<file path="src/rtl/serial_adder_pkg.sv">
// serial_adder_pkg: shared types for the digit-serial adder.
package serial_adder_pkg;
   typedef enum logic [1:0] {IDLE, RUN, DONE} state_t;
endpackage

</file>
<file path="src/rtl/serial_adder_digit.sv">
// adder_digit: N-bit ripple of full-adder cells, also exposing the carry into the top bit.
module adder_digit #(
   parameter int N = 1
) (
   input  logic [N-1:0] x,
   input  logic [N-1:0] y,
   input  logic         ci,
   output logic [N-1:0] s,
   output logic         co,
   output logic         c_msb
);
   logic [N:0] c;
   assign c[0] = ci;
   for (genvar i = 0; i < N; i++) begin : g_bit
      assign s[i]   = x[i] ^ y[i] ^ c[i];
      assign c[i+1] = (x[i] & y[i]) | ((x[i] | y[i]) & c[i]);
   end
   assign co    = c[N];
   assign c_msb = c[N-1];
endmodule

</file>
<file path="src/rtl/serial_adder.sv">
// serial_adder: digit-serial add/subtract of two WIDTH-bit operands, DIGIT bits per cycle,
// behind a start/busy/done handshake.
module serial_adder
   import serial_adder_pkg::*;
#(
   parameter int WIDTH = 8,
   parameter int DIGIT = 1
) (
   input  logic             clk,
   input  logic             rst,
   input  logic             start,
   input  logic             sub,
   input  logic [WIDTH-1:0] a,
   input  logic [WIDTH-1:0] b,
   input  logic             cin,
   output logic             busy,
   output logic             done,
   output logic [WIDTH-1:0] sum,
   output logic             cout,
   output logic             ovf
);
   localparam int STEPS = WIDTH / DIGIT;
   localparam int CW    = STEPS > 1 ? $clog2(STEPS) : 1;

   if (DIGIT < 1 || WIDTH % DIGIT != 0) begin : g_bad_digit
      $error("serial_adder: DIGIT must divide WIDTH");
   end

   state_t           state;
   logic [WIDTH-1:0] ra, rb, acc, nxt;
   logic             carry;
   logic [CW-1:0]    cnt;
   logic [DIGIT-1:0] ds;
   logic             dco, dmsb;

   adder_digit #(.N(DIGIT)) u_digit (
      .x    (ra[DIGIT-1:0]),
      .y    (rb[DIGIT-1:0]),
      .ci   (carry),
      .s    (ds),
      .co   (dco),
      .c_msb(dmsb)
   );

   // result digits enter from the MSB side, so after STEPS shifts acc is LSB-aligned
   assign nxt = WIDTH'({ds, acc} >> DIGIT);

   always_ff @(posedge clk or posedge rst) begin
      if (rst) begin
         state <= IDLE;
         busy  <= 1'b0;
         done  <= 1'b0;
         sum   <= '0;
         cout  <= 1'b0;
         ovf   <= 1'b0;
         ra    <= '0;
         rb    <= '0;
         acc   <= '0;
         carry <= 1'b0;
         cnt   <= '0;
      end else begin
         done <= 1'b0;
         case (state)
            RUN: begin
               acc   <= nxt;
               ra    <= ra >> DIGIT;
               rb    <= rb >> DIGIT;
               carry <= dco;
               if (cnt == '0) begin
                  sum   <= nxt;
                  cout  <= dco;
                  ovf   <= dco ^ dmsb;
                  busy  <= 1'b0;
                  done  <= 1'b1;
                  state <= DONE;
               end else begin
                  cnt <= cnt - 1'b1;
               end
            end
            default: begin
               if (start) begin
                  ra    <= a;
                  rb    <= sub ? ~b : b;
                  carry <= sub ^ cin;
                  cnt   <= CW'(STEPS - 1);
                  busy  <= 1'b1;
                  state <= RUN;
               end else begin
                  state <= IDLE;
               end
            end
         endcase
      end
   end
endmodule
</file>
<file path="config.mk">
export PLATFORM = sky130hd
export DESIGN_NAME = serial_adder
export DESIGN_NICKNAME = d
export VERILOG_FILES = /design/src/rtl/serial_adder_pkg.sv /design/src/rtl/serial_adder_digit.sv /design/src/rtl/serial_adder.sv
export SDC_FILE = /design/constraint.sdc
export NUM_CORES = 1
export LEC_CHECK = 0
export BUFFER_PORTS_ARGS = -buffer_cell sky130_fd_sc_hd__buf_2
export CAP_MARGIN = 5
export CORE_MARGIN = 1
export CORE_UTILIZATION = 48
export DETAILED_ROUTE_END_ITERATION = 12
export PLACE_DENSITY_LB_ADDON = 0.3
export SLEW_MARGIN = 30
export SYNTH_ARGS = -nofsm -noshare
export SYNTH_HDL_FRONTEND = slang
export SYNTH_SLANG_ARGS = --single-unit
</file>
<file path="constraint.sdc">
create_clock -name clk -period 2.1 [get_ports clk]
set_input_delay 0.42 -clock clk [delete_from_list [all_inputs] [get_ports clk]]
set_output_delay 0.42 -clock clk [all_outputs]
set_load 0.05 [all_outputs]
</file>
== Word level (Yosys, flattened, before mapping) ==
Index checks and enable logic that the tools add are counted.
Operators by class
  add/sub/neg operators: 1
  eq/ne operators: 3
  muxes and demuxes: 18
  bitwise logic cells: 9
  reduce and logical (&&, ||, !) cells: 5
Operator list (count)
  $mux W8: 5
  $mux W3: 3
  $mux W1: 8
  $not A8 Y8: 1
  $reduce_and A2 Y1: 3
  $mux W2: 2
  $ne A2 B2 Y1 const B: 2
  $xor A1 B1 Y1: 4
  $logic_not A3 Y1: 1
  $sub A3 B1 Y3 const B: 1
  $and A1 B1 Y1: 2
  $eq A2 B1 Y1 const B: 1
  $or A1 B1 Y1: 2
  $reduce_bool A2 Y1: 1
Word-level totals
  register bits after elaboration: 42
  input port bits: 21
  output and inout bits: 12
  word-level logic and storage cells: 47

== Depth between registers and ports, before layout ==
  depth in word-level cells: 4
  depth in mapped cells: 6

== By module ==
From an unflattened synthesis, not the netlist that was laid out.
Second synthesis, totals
  cell total of the unflattened synthesis: 164
  area total of the unflattened synthesis: 1878.1 sq um
Modules (own cells, without submodules)
  serial_adder: times used 1, cells each 162, area each 1850.5 sq um, seq. area each 1026.0 sq um
  adder_digit: times used 1, cells each 2, area each 27.5 sq um, seq. area each 0.0 sq um

== Least setup slack after synthesis ==
No wires, ideal clock.
  path type: reg-to-reg
  start point: register cnt[0]
  end point: register cout
  library setup time: 125 ps
  arrival time: 1320 ps
  data required time: 1975 ps
  slack: 655 ps
  cell stages (with the launch flop): 6
  clock period less this slack: 1445 ps
  cells stage by stage: dfrtp_1 > inv_1 > ha_1 > and4bb_4 > buf_12 > mux2_4
On the way
  cells in the longest elaborated chain, start to end: 2
RTL lines
  from (decl): RTL line serial_adder.sv:32  | logic [CW-1:0] cnt;
  from (signal assigned): RTL line serial_adder.sv:77  | cnt <= cnt - 1'b1;
  from (signal assigned): RTL line serial_adder.sv:85  | cnt <= CW'(STEPS - 1);
  $logic_not A3 Y1: RTL line serial_adder.sv:69  | if (cnt == '0) begin
  $reduce_and A2 Y1 (no line)
  to (signal assigned): RTL line serial_adder.sv:71  | cout <= dco;
  to (decl): RTL line serial_adder.sv:19  | output logic cout,
No other way between the ends.
A chain may end at the register's enable or synchronous reset.

== Final worst setup path ==
  start point: register cnt[0]
  end point: register sum[7]
On the way
  cells in the longest elaborated chain, start to end: 2
RTL lines
  $logic_not A3 Y1: RTL line serial_adder.sv:69
  $reduce_and A2 Y1 (no line)
  to (signal assigned): RTL line serial_adder.sv:70  | sum <= nxt;
  to (decl): RTL line serial_adder.sv:18  | output logic [WIDTH-1:0] sum,
No other way between the ends.

==> reports/results.txt <==
FFs w/ async S/R, synth = 100.0%
Port Buffers = 32
CTS Root Cell = clkbuf_8
crit path kind = reg2reg
number of synthesized register bits = 41
top post-synthesis cells by area = dfrtp_1 (55%), mux2i_1 (8.6%), nand2_1 (7.4%)
H-tree levels = 2
placed insts = 237
non-filler cells in the finished layout = 245
clk sinks = 41
Synth top area share = 54.85%
Antenna Nets Post-Route = 0
Reg clk slew, reported paths = 0.08 ns
CTS tree = built
Setup crit start kind = flop
first-pass GRT wire length = 5.685 mm
worst r2r src = cnt[0]
min Tclk post-route = 1.600 ns
Most used DFF post-synth = dfrtp_1
post-synthesis sequential area ratio = 54.85%
VDD IR-drop max = 0.5629 mV
Iteration-0 DRC Markers = 86
f_max = 625.0 MHz
Synth area leader = dfrtp_1
max-cap violations = 0
worst hold path type = in2async
Starting Density = 50.71%
Avg Vias per Cell = 5.057
status = completed
Nets = 220
Yosys cell types = 26
Critical Path RT = 2.28 ns
dpl hpwl = 2.336 mm
RSZ-0062 raised after global routing = false
Slew @ Worst Pin = 0.5619 ns
register area = 0.001026 mm²
Hold Fails Final Rpt = 0
Max clock buf depth = 2
power density over the cells = 1593 mW/mm²
Multi-input gate area = 764.5 µm²
routability cong. = 0.7487
Max Clock Skew = 0.004245 ns
placement row count = 22
Residual DRC = 0
TritonRoute pass-1 iters = 5
synth warn = 0
number of synthesized flops with an enable pin = 0
post-CTS sizing = 0
pin count of the biggest net entering global routing = 42
Crit Path Max Fanout = 14
layout cells sized above 1 = 27.41%
Avg Inst Size Synth = 11.48 µm²
Reg2Reg Depth = 4
initial antenna violation count = 0
reg2reg end = sum[7]
Critical Path AT = 1.78 ns
Die Height = 64.43 µm
hold-fix buffer count after cts = 0
Max Slew Vio Count = 0
mapped cell area = 0.001871 mm²
Die X = 64.43 µm
vias in the first global route = 1241
die area = 0.004151 mm²
cts bufs inserted = 5
Leakage = 0.001108 µW
Core Area = 0.003689 mm²
WL final = 3.326 mm
Syn Nets = 187
via count = 1239
relative slew slack = 62.54%
I/O Pins = 33
CP endpoint kind = flop
synth-to-layout area growth = 15.72%
Tcrit/Tclk final = 76.20%
Post CTS Setup Buffer Count = 0
Tot Pwr = 3448 µW
setup TNS = 0 ns
Antenna diodes = 0
Mapped Cells = 163
wire length per cell = 13.58 µm
fillers = 322
worst reg-to-reg setup slack = 0.50 ns
Clock Latency Late Sink = 0.30 ns
GR Overflow Total = 0
gr usage total = 18.80%
setup violators final = 0
## cells by family (layout without fill, tap and decap cells)
logic type	after synthesis	in the layout	synth area share, %
fa+ha+maj	3	3	2.408
flops	41	41	54.85
simple gates	48	48	11.57
mux	25	25	15.18
buf+inv	13	47	4.281
compound gates	23	23	7.024
xor+xnor	10	10	4.683
## registers in the layout, summed over array words and instances, names as in the netlist
name / count
rb: 8
state: 2
done: 1
acc: 7
ra: 8
sum: 8
cnt: 3
ovf: 1
cout: 1
carry: 1
busy: 1
## through the flow
step / setup slack, ns / cell area, µm² / hold WS [ns] / util, %
6_report: 0.4999 / 2165 / 0.2269 / 58.68
5_1_grt: 0.4322 / 2165 / 0.2805 / 58.68
4_1_cts: 0.4989 / 2165 / 0.2418 / 58.68
3_5_place_dp: 0.5198 / 2048 / 0.4773 / 55.53
3_3_place_gp: 0.5804 / 2048 / 0.4538 / 55.53
2_1_floorplan: 0.6546 / 1871 / 0.4387 / -
## report_power, final
| group | internal, µW | switching [µW] | leakage, µW |
|---|---|---|---|
| clock network | 387 | 268 | 0.0000585 |
| logic | 517 | 928 | 0.000530 |
| registers | 1140 | 214 | 0.000519 |
| total | 2040 | 1410 | 0.00111 |
## layout by cell type, fill, tap and decap left out, drive strengths merged, types with 4 or more instances in the layout
| cell type | Yosys | routed |
|---|---|---|
| buf | 9 | 35 |
| dfrtp | 41 | 41 |
| nand2 | 37 | 37 |
| xor2 | 8 | 8 |
| nor2 | 5 | 5 |
| o21ai | 17 | 17 |
| clkbuf | 0 | 7 |
| mux2 | 9 | 9 |
| mux2i | 16 | 16 |
| inv | 4 | 4 |
## cell type report
| cell class | count | share of cell area, % |
|---|---|---|
| Inverter | 4 | 0.6936 |
| Tap cell | 48 | 2.775 |
| Timing Repair Buffer | 35 | 8.439 |
| Clock buffer | 7 | 3.988 |
| Multi-Input combinational cell | 109 | 35.32 |
| Clock inverter | 1 | 1.387 |
| Sequential cell | 41 | 47.40 |
## layer usage
layer  GRT usage (%)  share of wire, %
met5               0                 0
met2           28.82                46
met4           12.78               1.9
met3           5.106               5.5
met1           23.12                46
## cells in the mapped netlist, types with 2 or more instances
master,number
nand2_1,37
xor2_1,8
o21ai_0,16
xnor2_1,2
a21oi_1,2
and2b_1,2
inv_1,4
dfrtp_1,41
mux2_4,6
buf_4,2
ha_1,2
nor2_1,5
mux2_2,3
mux2i_1,16
buf_2,6
## worst max path at each step
| stage | from | to | depth (start not counted) |
|---|---|---|---|
| 2_1_floorplan | cnt[0] | cout | 5 |
| 3_3_place_gp | cnt[0] | sum[7] | 4 |
| 3_5_place_dp | cnt[0] | sum[7] | 4 |
| 4_1_cts | cnt[0] | sum[7] | 4 |
| 5_1_grt | cnt[0] | sum[7] | 4 |
| 6_report | cnt[0] | sum[7] | 4 |
## critical path, cell delays in order, from the launching register on
cell      delay (ns)
dfrtp_1         0.40
inv_1           0.09
ha_1            0.20
and4bb_4        0.42
mux2_2          0.37
(Power assumes the default switching activity.)
